`config.mk`:
```
export PLATFORM = sky130hd
export DESIGN_NAME = watch_ctrl_gen2_flat
export DESIGN_NICKNAME = d
export VERILOG_FILES = /design/src/rtl/watch_ctrl_gen2_if.sv /design/src/rtl/watch_ctrl_gen2.sv /design/src/flat_wrapper.sv
export SDC_FILE = /design/constraint.sdc
export NUM_CORES = 1
export LEC_CHECK = 0
export ABC_AREA = 1
export CAP_MARGIN = 5
export CORE_MARGIN = 8
export CORE_UTILIZATION = 55
export CTS_CLUSTER_DIAMETER = 200
export DETAILED_ROUTE_END_ITERATION = 16
export PLACE_DENSITY = 0.83
export REMOVE_ABC_BUFFERS = 1
export SYNTH_ARGS = -nofsm -noshare
export SYNTH_HDL_FRONTEND = slang
export SYNTH_SLANG_ARGS = --single-unit
```
`constraint.sdc`:
```
create_clock -name clk -period 2.9 [get_ports clk]
set_input_delay 0.29 -clock clk [delete_from_list [all_inputs] [get_ports clk]]
set_output_delay 0.29 -clock clk [all_outputs]
set_load 0.02 [all_outputs]
```
`src/rtl/watch_ctrl_gen2_if.sv`:
```
// Button and display bundle for watch_ctrl_gen2.
//   master : drives the debounced button pulses / setValue level,
//            observes the display digits and status outputs.
//   slave  : the watch controller itself.
interface watch_ctrl_gen2_if #(
  parameter int NUM_ALARMS = 2
);
  localparam int SLOT_W = (NUM_ALARMS > 1) ? $clog2(NUM_ALARMS) : 1;

  logic              modeNext;
  logic              setValue;
  logic              nextd;
  logic              upTime;
  logic              start_resume;
  logic              stop;
  logic              resetTime;
  logic [3:0]        dis3;
  logic [3:0]        dis2;
  logic [3:0]        dis1;
  logic [3:0]        dis0;
  logic [1:0]        curMode;
  logic [1:0]        setCursor;
  logic [SLOT_W-1:0] alarmSlot;
  logic              alarmBeep;

  modport master (
    output modeNext, setValue, nextd, upTime, start_resume, stop, resetTime,
    input  dis3, dis2, dis1, dis0, curMode, setCursor, alarmSlot, alarmBeep
  );

  modport slave (
    input  modeNext, setValue, nextd, upTime, start_resume, stop, resetTime,
    output dis3, dis2, dis1, dis0, curMode, setCursor, alarmSlot, alarmBeep
  );
endinterface

```
`src/rtl/watch_ctrl_gen2.sv`:
```
// Digital watch controller: BCD time of day, stopwatch, NUM_ALARMS alarm
// slots with a timed beep, and a 4-digit registered display.
//   clk   : system clock, rising edge
//   rst_n : asynchronous active-low reset
//   bus   : watch_ctrl_gen2_if.slave (buttons in; dis3..0, curMode,
//           setCursor, alarmSlot, alarmBeep out)
module watch_ctrl_gen2 #(
  parameter int TICKS_PER_SEC = 100,
  parameter int NUM_ALARMS    = 2,
  parameter int BEEP_SECS     = 10
) (
  input  logic             clk,
  input  logic             rst_n,
  watch_ctrl_gen2_if.slave bus
);
  localparam int PW     = $clog2(TICKS_PER_SEC);
  localparam int SLOT_W = (NUM_ALARMS > 1) ? $clog2(NUM_ALARMS) : 1;
  localparam logic [PW-1:0] PRESC_MAX = PW'(TICKS_PER_SEC - 1);

  typedef enum logic [1:0] {M_WATCH = 2'd0, M_STOPWATCH = 2'd1, M_ALARM = 2'd2} mode_t;
  typedef enum logic [1:0] {SW_IDLE = 2'd0, SW_RUN = 2'd1, SW_PAUSE = 2'd2} sw_t;

  mode_t mode_reg, mode_next;
  sw_t   sw_reg, sw_next;

  logic [PW-1:0]     presc_reg, sw_presc_reg;
  logic [5:0][3:0]   tm_reg, tm_inc;       // [5]=h1 .. [0]=s0
  logic [3:0][3:0]   sw_reg_cnt, sw_inc;   // [3]=m1 .. [0]=s0
  logic [3:0][3:0]   buf_reg, buf_next;    // edit buffer, [3]=d3
  logic [1:0]        cursor_reg, cursor_next;
  logic              set_prev_reg, edit_reg;
  logic [SLOT_W-1:0] alarm_slot_reg;
  logic [7:0]        beep_reg;
  logic [15:0]       dis_reg, sel_slot;
  logic [15:0]       slot_val [NUM_ALARMS];
  logic [NUM_ALARMS-1:0] slot_en, slot_hit;

  logic sec_tick, sw_tick, set_rise, set_fall, edit_start, watch_load;
  logic slot_wr, slot_dis, alarm_match, sw_ok, sw_clear;

  assign sec_tick   = (presc_reg == PRESC_MAX);
  assign set_rise   = bus.setValue & ~set_prev_reg;
  assign set_fall   = ~bus.setValue & set_prev_reg & edit_reg;
  assign edit_start = set_rise & (mode_reg != M_STOPWATCH);
  assign watch_load = set_fall & (mode_reg == M_WATCH);
  assign slot_wr    = set_fall & (mode_reg == M_ALARM);
  assign slot_dis   = (mode_reg == M_ALARM) & ~bus.setValue & bus.resetTime;
  assign sw_ok      = (mode_reg == M_STOPWATCH);
  assign sw_clear   = sw_ok & bus.resetTime & (sw_reg != SW_RUN);
  assign sw_tick    = (sw_reg == SW_RUN) & (sw_presc_reg == PRESC_MAX);

  // Time of day plus one second, 23:59:59 -> 00:00:00.
  always_comb begin
    tm_inc = tm_reg;
    if (tm_reg[0] != 4'd9) tm_inc[0] = tm_reg[0] + 4'd1;
    else begin
      tm_inc[0] = 4'd0;
      if (tm_reg[1] != 4'd5) tm_inc[1] = tm_reg[1] + 4'd1;
      else begin
        tm_inc[1] = 4'd0;
        if (tm_reg[2] != 4'd9) tm_inc[2] = tm_reg[2] + 4'd1;
        else begin
          tm_inc[2] = 4'd0;
          if (tm_reg[3] != 4'd5) tm_inc[3] = tm_reg[3] + 4'd1;
          else begin
            tm_inc[3] = 4'd0;
            if (tm_reg[5] == 4'd2 && tm_reg[4] == 4'd3) begin
              tm_inc[5] = 4'd0;
              tm_inc[4] = 4'd0;
            end else if (tm_reg[4] == 4'd9) begin
              tm_inc[4] = 4'd0;
              tm_inc[5] = tm_reg[5] + 4'd1;
            end else begin
              tm_inc[4] = tm_reg[4] + 4'd1;
            end
          end
        end
      end
    end
  end

  // Stopwatch count plus one second, 59:59 -> 00:00.
  always_comb begin
    sw_inc = sw_reg_cnt;
    if (sw_reg_cnt[0] != 4'd9) sw_inc[0] = sw_reg_cnt[0] + 4'd1;
    else begin
      sw_inc[0] = 4'd0;
      if (sw_reg_cnt[1] != 4'd5) sw_inc[1] = sw_reg_cnt[1] + 4'd1;
      else begin
        sw_inc[1] = 4'd0;
        if (sw_reg_cnt[2] != 4'd9) sw_inc[2] = sw_reg_cnt[2] + 4'd1;
        else begin
          sw_inc[2] = 4'd0;
          sw_inc[3] = (sw_reg_cnt[3] == 4'd5) ? 4'd0 : sw_reg_cnt[3] + 4'd1;
        end
      end
    end
  end

  // Alarm slots: each slot owns its registers; the match compares against
  // the time that this sec_tick is about to produce.
  for (genvar gi = 0; gi < NUM_ALARMS; gi++) begin : g_slot
    logic [15:0] val_q;
    logic        en_q;
    logic        sel;
    assign sel = (alarm_slot_reg == SLOT_W'(gi));
    always_ff @(posedge clk or negedge rst_n) begin
      if (!rst_n) begin
        val_q <= 16'h0000;
        en_q  <= 1'b0;
      end else if (slot_wr && sel) begin
        val_q <= buf_reg;
        en_q  <= 1'b1;
      end else if (slot_dis && sel) begin
        en_q  <= 1'b0;
      end
    end
    assign slot_val[gi] = val_q;
    assign slot_en[gi]  = en_q;
    assign slot_hit[gi] = en_q && (val_q == {tm_inc[5], tm_inc[4], tm_inc[3], tm_inc[2]});
  end

  always_comb begin
    sel_slot = 16'h0000;
    for (int i = 0; i < NUM_ALARMS; i++)
      if (alarm_slot_reg == SLOT_W'(i)) sel_slot = slot_val[i];
  end

  // A time load from the editor overrides the tick, so no match then.
  assign alarm_match = sec_tick && !watch_load && (tm_inc[1] == 4'd0) &&
                       (tm_inc[0] == 4'd0) && (|slot_hit);

  // Edit buffer and cursor; the increment uses the old cursor even when
  // nextd moves it in the same cycle.
  always_comb begin
    buf_next    = buf_reg;
    cursor_next = cursor_reg;
    if (edit_start) begin
      buf_next    = (mode_reg == M_ALARM) ? sel_slot : {tm_reg[5], tm_reg[4], tm_reg[3], tm_reg[2]};
      cursor_next = 2'd3;
    end else if (edit_reg && bus.setValue) begin
      if (bus.upTime) begin
        case (cursor_reg)
          2'd3: begin
            buf_next[3] = (buf_reg[3] >= 4'd2) ? 4'd0 : buf_reg[3] + 4'd1;
            if (buf_next[3] == 4'd2 && buf_reg[2] > 4'd3) buf_next[2] = 4'd3;
          end
          2'd2: begin
            if (buf_reg[2] >= ((buf_reg[3] == 4'd2) ? 4'd3 : 4'd9)) buf_next[2] = 4'd0;
            else buf_next[2] = buf_reg[2] + 4'd1;
          end
          2'd1: buf_next[1] = (buf_reg[1] >= 4'd5) ? 4'd0 : buf_reg[1] + 4'd1;
          default: buf_next[0] = (buf_reg[0] >= 4'd9) ? 4'd0 : buf_reg[0] + 4'd1;
        endcase
      end
      if (bus.nextd) cursor_next = cursor_reg - 2'd1;   // 0 wraps to 3
    end
  end

  always_comb begin
    mode_next = mode_reg;
    if (bus.modeNext && !bus.setValue) begin
      case (mode_reg)
        M_WATCH:     mode_next = M_STOPWATCH;
        M_STOPWATCH: mode_next = M_ALARM;
        default:     mode_next = M_WATCH;
      endcase
    end
  end

  always_comb begin
    sw_next = sw_reg;
    case (sw_reg)
      SW_IDLE:  if (sw_ok && bus.start_resume) sw_next = SW_RUN;
      SW_RUN:   if (sw_ok && bus.stop) sw_next = SW_PAUSE;
      SW_PAUSE: begin
        if (sw_ok && bus.start_resume) sw_next = SW_RUN;
        else if (sw_ok && bus.resetTime) sw_next = SW_IDLE;
      end
      default:  sw_next = SW_IDLE;
    endcase
  end

  always_ff @(posedge clk or negedge rst_n) begin
    if (!rst_n) begin
      mode_reg       <= M_WATCH;
      sw_reg         <= SW_IDLE;
      presc_reg      <= '0;
      sw_presc_reg   <= '0;
      tm_reg         <= '0;
      sw_reg_cnt     <= '0;
      buf_reg        <= '0;
      cursor_reg     <= 2'd3;
      set_prev_reg   <= 1'b0;
      edit_reg       <= 1'b0;
      alarm_slot_reg <= '0;
      beep_reg       <= 8'd0;
      dis_reg        <= 16'h0000;
    end else begin
      mode_reg     <= mode_next;
      sw_reg       <= sw_next;
      buf_reg      <= buf_next;
      cursor_reg   <= cursor_next;
      set_prev_reg <= bus.setValue;
      if (edit_start) edit_reg <= 1'b1;
      else if (!bus.setValue) edit_reg <= 1'b0;

      if (watch_load) begin
        tm_reg    <= {buf_reg[3], buf_reg[2], buf_reg[1], buf_reg[0], 4'd0, 4'd0};
        presc_reg <= '0;
      end else begin
        if (sec_tick) tm_reg <= tm_inc;
        presc_reg <= sec_tick ? '0 : presc_reg + PW'(1);
      end

      // Idle keeps the stopwatch prescaler cleared so a start begins at 0;
      // pause simply holds it.
      if (sw_reg == SW_IDLE) sw_presc_reg <= '0;
      else if (sw_reg == SW_RUN) sw_presc_reg <= sw_tick ? '0 : sw_presc_reg + PW'(1);

      if (sw_clear) sw_reg_cnt <= '0;
      else if (sw_tick) sw_reg_cnt <= sw_inc;

      if (mode_reg == M_ALARM && !bus.setValue && bus.nextd)
        alarm_slot_reg <= (alarm_slot_reg == SLOT_W'(NUM_ALARMS - 1)) ? '0 : alarm_slot_reg + SLOT_W'(1);

      if (bus.stop) beep_reg <= 8'd0;
      else if (alarm_match) beep_reg <= 8'(BEEP_SECS);
      else if (sec_tick && beep_reg != 8'd0) beep_reg <= beep_reg - 8'd1;

      case (mode_reg)
        M_WATCH:     dis_reg <= edit_reg ? buf_reg : {tm_reg[5], tm_reg[4], tm_reg[3], tm_reg[2]};
        M_STOPWATCH: dis_reg <= sw_reg_cnt;
        M_ALARM:     dis_reg <= edit_reg ? buf_reg : sel_slot;
        default:     dis_reg <= 16'h0000;
      endcase
    end
  end

  assign bus.dis3      = dis_reg[15:12];
  assign bus.dis2      = dis_reg[11:8];
  assign bus.dis1      = dis_reg[7:4];
  assign bus.dis0      = dis_reg[3:0];
  assign bus.curMode   = mode_reg;
  assign bus.setCursor = cursor_reg;
  assign bus.alarmSlot = alarm_slot_reg;
  assign bus.alarmBeep = (beep_reg != 8'd0);
endmodule

```
`src/flat_wrapper.sv`:
```
// flat-port wrapper written by rule: the top's interface ports become plain ports
module watch_ctrl_gen2_flat 
#(
  parameter int TICKS_PER_SEC = 100,
  parameter int NUM_ALARMS    = 2,
  parameter int BEEP_SECS     = 10
)
  (clk, rst_n, bus_modeNext, bus_setValue, bus_nextd, bus_upTime, bus_start_resume, bus_stop, bus_resetTime, bus_dis3, bus_dis2, bus_dis1, bus_dis0, bus_curMode, bus_setCursor, bus_alarmSlot, bus_alarmBeep);
  watch_ctrl_gen2_if #(.NUM_ALARMS(NUM_ALARMS)) bus_i ();
  input  logic clk;
  input  logic rst_n;
  input wire logic [$bits(bus_i.modeNext)-1:0] bus_modeNext;
  input wire logic [$bits(bus_i.setValue)-1:0] bus_setValue;
  input wire logic [$bits(bus_i.nextd)-1:0] bus_nextd;
  input wire logic [$bits(bus_i.upTime)-1:0] bus_upTime;
  input wire logic [$bits(bus_i.start_resume)-1:0] bus_start_resume;
  input wire logic [$bits(bus_i.stop)-1:0] bus_stop;
  input wire logic [$bits(bus_i.resetTime)-1:0] bus_resetTime;
  output wire logic [$bits(bus_i.dis3)-1:0] bus_dis3;
  output wire logic [$bits(bus_i.dis2)-1:0] bus_dis2;
  output wire logic [$bits(bus_i.dis1)-1:0] bus_dis1;
  output wire logic [$bits(bus_i.dis0)-1:0] bus_dis0;
  output wire logic [$bits(bus_i.curMode)-1:0] bus_curMode;
  output wire logic [$bits(bus_i.setCursor)-1:0] bus_setCursor;
  output wire logic [$bits(bus_i.alarmSlot)-1:0] bus_alarmSlot;
  output wire logic [$bits(bus_i.alarmBeep)-1:0] bus_alarmBeep;
  assign bus_i.modeNext = bus_modeNext;
  assign bus_i.setValue = bus_setValue;
  assign bus_i.nextd = bus_nextd;
  assign bus_i.upTime = bus_upTime;
  assign bus_i.start_resume = bus_start_resume;
  assign bus_i.stop = bus_stop;
  assign bus_i.resetTime = bus_resetTime;
  assign bus_dis3 = bus_i.dis3;
  assign bus_dis2 = bus_i.dis2;
  assign bus_dis1 = bus_i.dis1;
  assign bus_dis0 = bus_i.dis0;
  assign bus_curMode = bus_i.curMode;
  assign bus_setCursor = bus_i.setCursor;
  assign bus_alarmSlot = bus_i.alarmSlot;
  assign bus_alarmBeep = bus_i.alarmBeep;
  watch_ctrl_gen2 #(.TICKS_PER_SEC(TICKS_PER_SEC), .NUM_ALARMS(NUM_ALARMS), .BEEP_SECS(BEEP_SECS)) u_core (.clk(clk), .rst_n(rst_n), .bus(bus_i));
endmodule
```
Word level (Yosys, flattened, before mapping):

Index checks and enable logic that the tools add are counted.
Widths: inputs -> output; s select.

* output and inout bits: 22
* input bits: 9
* register bits: 137
* word-level logic and storage cells: 215

* reduce and logical (&&, ||, !) cells: 50
* equality and inequality tests: 35
* mux-type cells: 64
* add/sub/neg operators: 19
* bitwise gates (word level): 14
* order comparisons: 5

Operators with widths (number)
* $mux 16: 10
* $mux 4: 20
* $add 4x1->4 const B: 14
* $mux 24: 2
* $mux 8: 6
* $pmux 16 s3: 1
* $mux 7: 5
* $eq 16x16->1: 2
* $mux 12: 2
* $logic_and 1x1->1: 20
* $mux 20: 1
* $reduce_bool 2->1: 10
* $ne 2x1->1 const B: 9
* $eq 4x2->1 const B: 4
* $ne 4x4->1 const B: 4
* $reduce_and 3->1: 5
* $add 7x1->7 const B: 2
* $eq 7x7->1 const B: 2
* $mux 2: 7
* $ne 4x3->1 const B: 3
* $and 1x1->1: 11
* $eq 2x2->1 const B: 4
* $logic_not 4->1: 2
* $pmux 4 s2: 1
* 24 further kinds: 40

Logic depth before layout (Yosys ltp):

* word-level depth: 13
* mapped depth: 21
* depth with buffers taken out: 21

Worst setup path after synthesis:

Ideal clock, no wire load.

* path type: reg2reg
* from: reg u_core.tm_reg[9] (netlist name)
* to: reg u_core.beep_reg[3]
* library setup time: 119 ps
* period minus slack after synthesis: 2206 ps
* slack: 694 ps
* path buffers: 0
* arrival time: 2087 ps
* cell stages (with the launch flop): 20
* required time: 2781 ps
* cell sequence: dfrtp_1 > inv_1 > ha_1 > nand3_4 > clkinv_2 > nand2_2 > nor2_8 > nand2_2 > nand3_4 > nor2_1 > nor2_1 > nand2_1 > nor2_1 > nand3_1 > nand2_2 > nand2_4 > nand2_4 > inv_4 > nand2_1 > nand2_1

* longest elaborated chain between the ends: 10
* elaborated cells on any way between the ends: 15
* those cells by class: add/sub: 1; eq/ne: 3; mux: 6; reduce/logical: 5

Ends and longest elaborated chain
* start: declaration: line watch_ctrl_gen2.sv:27 `logic [5:0][3:0] tm_reg, tm_inc;`
* start signal: assignment: line watch_ctrl_gen2.sv:209 `tm_reg <= {buf_reg[3], buf_reg[2], buf_reg[1], buf_reg[0], 4'd0, 4'd0};`
* start signal: assignment: line watch_ctrl_gen2.sv:212 `if (sec_tick) tm_reg <= tm_inc;`
* $add 4x1->4 / $ne 4x4->1 (equally long branches): line watch_ctrl_gen2.sv:61 `if (tm_reg[2] != 4'd9) tm_inc[2] = tm_reg[2] + 4'd1;`
* $mux 4 / $mux 12 (equally long branches): line watch_ctrl_gen2.sv:61
* $mux 16: line watch_ctrl_gen2.sv:58 `if (tm_reg[1] != 4'd5) tm_inc[1] = tm_reg[1] + 4'd1;`
* $mux 20 (*): line watch_ctrl_gen2.sv:55 `if (tm_reg[0] != 4'd9) tm_inc[0] = tm_reg[0] + 4'd1;`
* $eq 16x16->1: line watch_ctrl_gen2.sv:120 `assign slot_hit[gi] = en_q && (val_q == {tm_inc[5], tm_inc[4], tm_inc[3], tm_inc[2]});`
* $logic_and 1x1->1: line watch_ctrl_gen2.sv:120
* $reduce_or 2->1 (*): line watch_ctrl_gen2.sv:131 `(tm_inc[0] == 4'd0) && (|slot_hit);`
* $logic_and 1x1->1 (*): line watch_ctrl_gen2.sv:131
* $mux 8: line watch_ctrl_gen2.sv:228 `else if (alarm_match) beep_reg <= 8'(BEEP_SECS);`
* $mux 8: line watch_ctrl_gen2.sv:227 `if (bus.stop) beep_reg <= 8'd0;`
* end signal: assignment: line watch_ctrl_gen2.sv:228
* end signal: assignment: line watch_ctrl_gen2.sv:229 `else if (sec_tick && beep_reg != 8'd0) beep_reg <= beep_reg - 8'd1;`
* end: declaration: line watch_ctrl_gen2.sv:33 `logic [7:0] beep_reg;`

Mark *: on every way between the ends. The rest lies on a longest branch, timed or not.
A chain may end at the register's enable or synchronous reset.

Final worst setup path:

* from: reg u_core.tm_reg[13] (netlist name)
* to: reg u_core.beep_reg[1]

* longest elaborated chain between the ends: 11
* elaborated cells on any way between the ends: 16
* those cells by class: add/sub: 1; eq/ne: 3; mux: 7; reduce/logical: 5

Ends and longest elaborated chain
* $add 4x1->4 / $ne 4x3->1 (equally long branches): line watch_ctrl_gen2.sv:64 `if (tm_reg[3] != 4'd5) tm_inc[3] = tm_reg[3] + 4'd1;`
* $mux 4 / $mux 8 (equally long branches): line watch_ctrl_gen2.sv:64
* $mux 12: line watch_ctrl_gen2.sv:61
* $mux 16: line watch_ctrl_gen2.sv:58
* $mux 20 (*): line watch_ctrl_gen2.sv:55
* $eq 16x16->1: line watch_ctrl_gen2.sv:120
* $logic_and 1x1->1: line watch_ctrl_gen2.sv:120
* $reduce_or 2->1 (*): line watch_ctrl_gen2.sv:131
* $logic_and 1x1->1 (*): line watch_ctrl_gen2.sv:131
* $mux 8: line watch_ctrl_gen2.sv:228
* $mux 8: line watch_ctrl_gen2.sv:227

Marked as above.

==> summary.md <==
| Metric | Value |
|---|---|
| Synth Register Bits | around 140 |
| Endpoints failing setup | 0 |
| Ant. Diodes | 0 |
| Clk root buf | clkbuf_16 |
| CP Capture Type | flop |
| Maxcap violations | 0 |
| Post-Place Worst Slack | 248 ps |
| Nets@finish | ~1,200 |
| H-Tree Depth | 4 |
| Final Hold Vio Count | 0 |
| Core Area | 0.0152 mm2 |
| # rows | 45 |
| Vias in the first global route | 8,040 |
| Chip Height | ~140 um |
| Crit Path Class | flop to flop |
| Clk_skew | 6.83 ps |
| Most frequent cells in the layout | 304 x nand2_1, 150 x inv_1, 135 x dfrtp_1, 105 x o21ai_0, 87 x nand3_1 |
| Initial antenna violation count | 0 |
| Layout cells sized above 1 | under 10% |
| Worst-margin pin slew | approximately 710 ps |
| Cell Chain, Critical Path | inv_1, ha_1, nand3_1, nor2_1, nand3_1, nand2_1, nand2_1, nand2_1, nand2_1, nor2_1, nand2_1, nor2_1, nand3_1, nand2_2, nand2_4, nand2_4, inv_4, nand2_1, nand2_1 |
| Max reg flops | 32 |
| Post-synth top area cell | dfrtp_1 |
| Most common cell after layout, fill and taps aside | nand2_1 |
| DR WL/cell | between 15 and 20 um |
| Post-synthesis instance total | about 1,200 |
| CP Max Fanout | 8 |
| Worst path arrival time | ~3100 ps |
| Power per Cell Area | between 1000 and 1500 mW/mm2 |
| Max rail drop VDD | between 0.0006 and 0.0007 V |
| Worst Path Required | 3200 ps |
| Leak pwr | 4.76 nW |
| IO Pins | 31 |
| CP bufs+invs | 2 |
| Number of setup buffers added after CTS | 0 |
| FF-to-FF Start | u_core.tm_reg[13] |
| Peak Freq | approximately 360 MHz |
| Grt total ovfl | 0 |
| Pin count of the biggest net entering global routing | ~70 |
| Slowest cell delay on critical path | 400 ps |
| Post-synth cell types | between 40 and 50 |
| Delay-heaviest family, CP | simple AND/OR/NAND/NOR gates |
| Tmin final | 2780 ps |
| CTS tree | yes |
| Ys Warns | 0 |
| Status | finished, final reports clean |
| Die Area | roughly 0.02 mm2 |
| CP most frequent cell | nand2_1 |
| Detail Route Antenna Nets | 0 |
| Async SR Flop Fraction | between 90% and 100% |
| HPWL Detailed | 18,000 um |
| Top-area cell type share of the netlist area | between 30 and 40% |
| Sequential-to-total area share from yosys stat | 40.0% |
| Via/cell ratio | about 6.0 |
| Clock latency at the later pin of the worst-skew pair | ~430 ps |
| Dominant synthesized flop cell | dfrtp_1 |
| Slowest CP cell | dfrtp_1 |
| CTS clk-pin slew, worst paths | ~60 ps |
| Cells on worst reg2reg path | 19 |
| CTS sink cnt | about 140 |
| DRC | 0 |
| Fill cell count | between 1,000 and 1,500 |
| Max_slew headroom | between 50% and 60% |
| Vias | 8,379 |
| Final GP Congestion | between 1 and 1.5 |
| Period utilization | a little over nine tenths |
| Worst Hold Class | input port to asynchronous set/reset pin |
| First-pass GRT wire length | approximately 40,000 um |
| GR Util All Layers | between 20% and 30% |
| Total Wirelength | roughly 25,000 um |
| Inserted Clock Buffers | 17 |
| CP startpoint kind | flop |
| Starting Density | a little under three fifths |
| Longest Clk Path Bufs | 2 |
| Drt initial violations | 916 |
| Synth area leaders | dfrtp_1 39%, nand2_1 13%, inv_1 6.6% |
| RSZ-0062 raised after global routing | false |
| IO Port Bufs | 30 |
| Max-slew violation count | 0 |
| Area added between synthesis and finish | 14.2% |
| Post-Syn Area | 0.00858 mm2 |
| Final Total Pwr | 9.97 mW |
| Fin worst setup slack | about 120 ps |
| Reg-to-reg slack, setup | roughly 120 ps |
| EDFF count, synth | 0 |
| Synth Area per Inst | around 7.4 um2 |
| Worst R2R End | u_core.beep_reg[1] |
| Die Width | 141 um |
| Pre-antenna DRT Iters | 5 |
==> Yosys cell counts, types with 4 or more instances <==
master      n
a22oi_1     4
nand2_1   304
nand2_2    18
nand4_1    27
nand2_4     4
xnor2_1     5
dfrtp_1   135
a21oi_1    41
inv_1     150
o21ai_0   105
ha_1       27
o221ai_1   25
clkbuf_1   23
inv_2      11
and3_1      4
nand3_1    88
nand3_2     6
nor4_1      7
nor2_1     82
nor2_2      6
nor3_1     12
o211ai_1   16
xor2_1     13
o22ai_1    11
==> worst reg2reg max path, stage by stage, from the launching register on <==
cell and delay, ps:
dfrtp_1 400, inv_1 140, ha_1 180, nand3_1 220
nor2_1 270, nand3_1 170, nand2_1 170, nand2_1 130
nand2_1 90, nand2_1 80, nor2_1 120, nand2_1 60
nor2_1 80, nand3_1 100, nand2_2 90, nand2_4 100
nand2_4 90, inv_4 60, nand2_1 60, nand2_1 60
==> layout make-up <==
type | instances | area, um2 | share of cell area [%]
multi-input combinational | 832 | 4410 | 45.0
inverter | 166 | 627 | 6.40
clock buffer | 22 | 464 | 4.74
sequential | 137 | 3430 | 35.0
tap | 188 | 235 | 2.40
clock inverter | 10 | 143 | 1.46
timing repair buffer | 52 | 494 | 5.04
==> report_power, final <==
part	total, mW	internal, mW	leakage, nW	switching [mW]
registers	3.34	2.60	1.78	0.746
logic	4.39	1.55	2.70	2.83
clock network	2.24	1.40	0.283	0.840
==> routing by layer <==
layer / share of wire, % / track usage (%)
met1: 42 / 32.2
met2: 47 / 41.5
met3: 7.7 / 5.23
met4: 2.7 / 10.6
met5: 0 / 0
==> stage by stage <==
stage	hold WS (ps)	setup TNS, ps	area [um2]	util (%)	instances
2_1_floorplan	-5.59	-4960	8460	-	1135
3_3_place_gp	329	0	9180	60.4	1374
3_5_place_dp	331	0	9180	60.4	1374
4_1_cts	447	0	9800	64.4	1407
5_1_grt	477	0	9800	64.5	1407
6_report	432	0	9800	64.5	1407
==> what timing repair did <==
action                                  CTS  global route
endpoints found under the setup margin    0             1
hold buffers                              1             0
hold endpoints to repair                 66             0
resized for setup                         0             1
==> worst max path at each step <==
stage / startpoint / endpoint / slack [ps] / depth (start not counted)
final: u_core.tm_reg[13] / u_core.beep_reg[1] / 120 / 19
after global routing: u_core.tm_reg[9] / u_core.beep_reg[1] / 8 / 20
after CTS: u_core.tm_reg[13] / u_core.beep_reg[0] / 180 / 19
after detailed placement: u_core.tm_reg[13] / u_core.beep_reg[5] / 250 / 19
after global placement: u_core.tm_reg[9] / u_core.beep_reg[3] / 290 / 19
after floorplan: u_core.bus.curMode[1] / u_core.beep_reg[1] / -480 / 12
==> logic make-up (layout without fill, tap and decap cells) <==
family	Yosys count	count (layout)	share of synthesized area [%]
simple gates	572	572	30.6
flops	137	137	40.0
compound gates	215	215	14.9
xor+xnor	18	18	1.84
fa+ha+maj	27	27	3.94
buf+inv	196	250	8.79
Power figures use the tool's default switching activity.
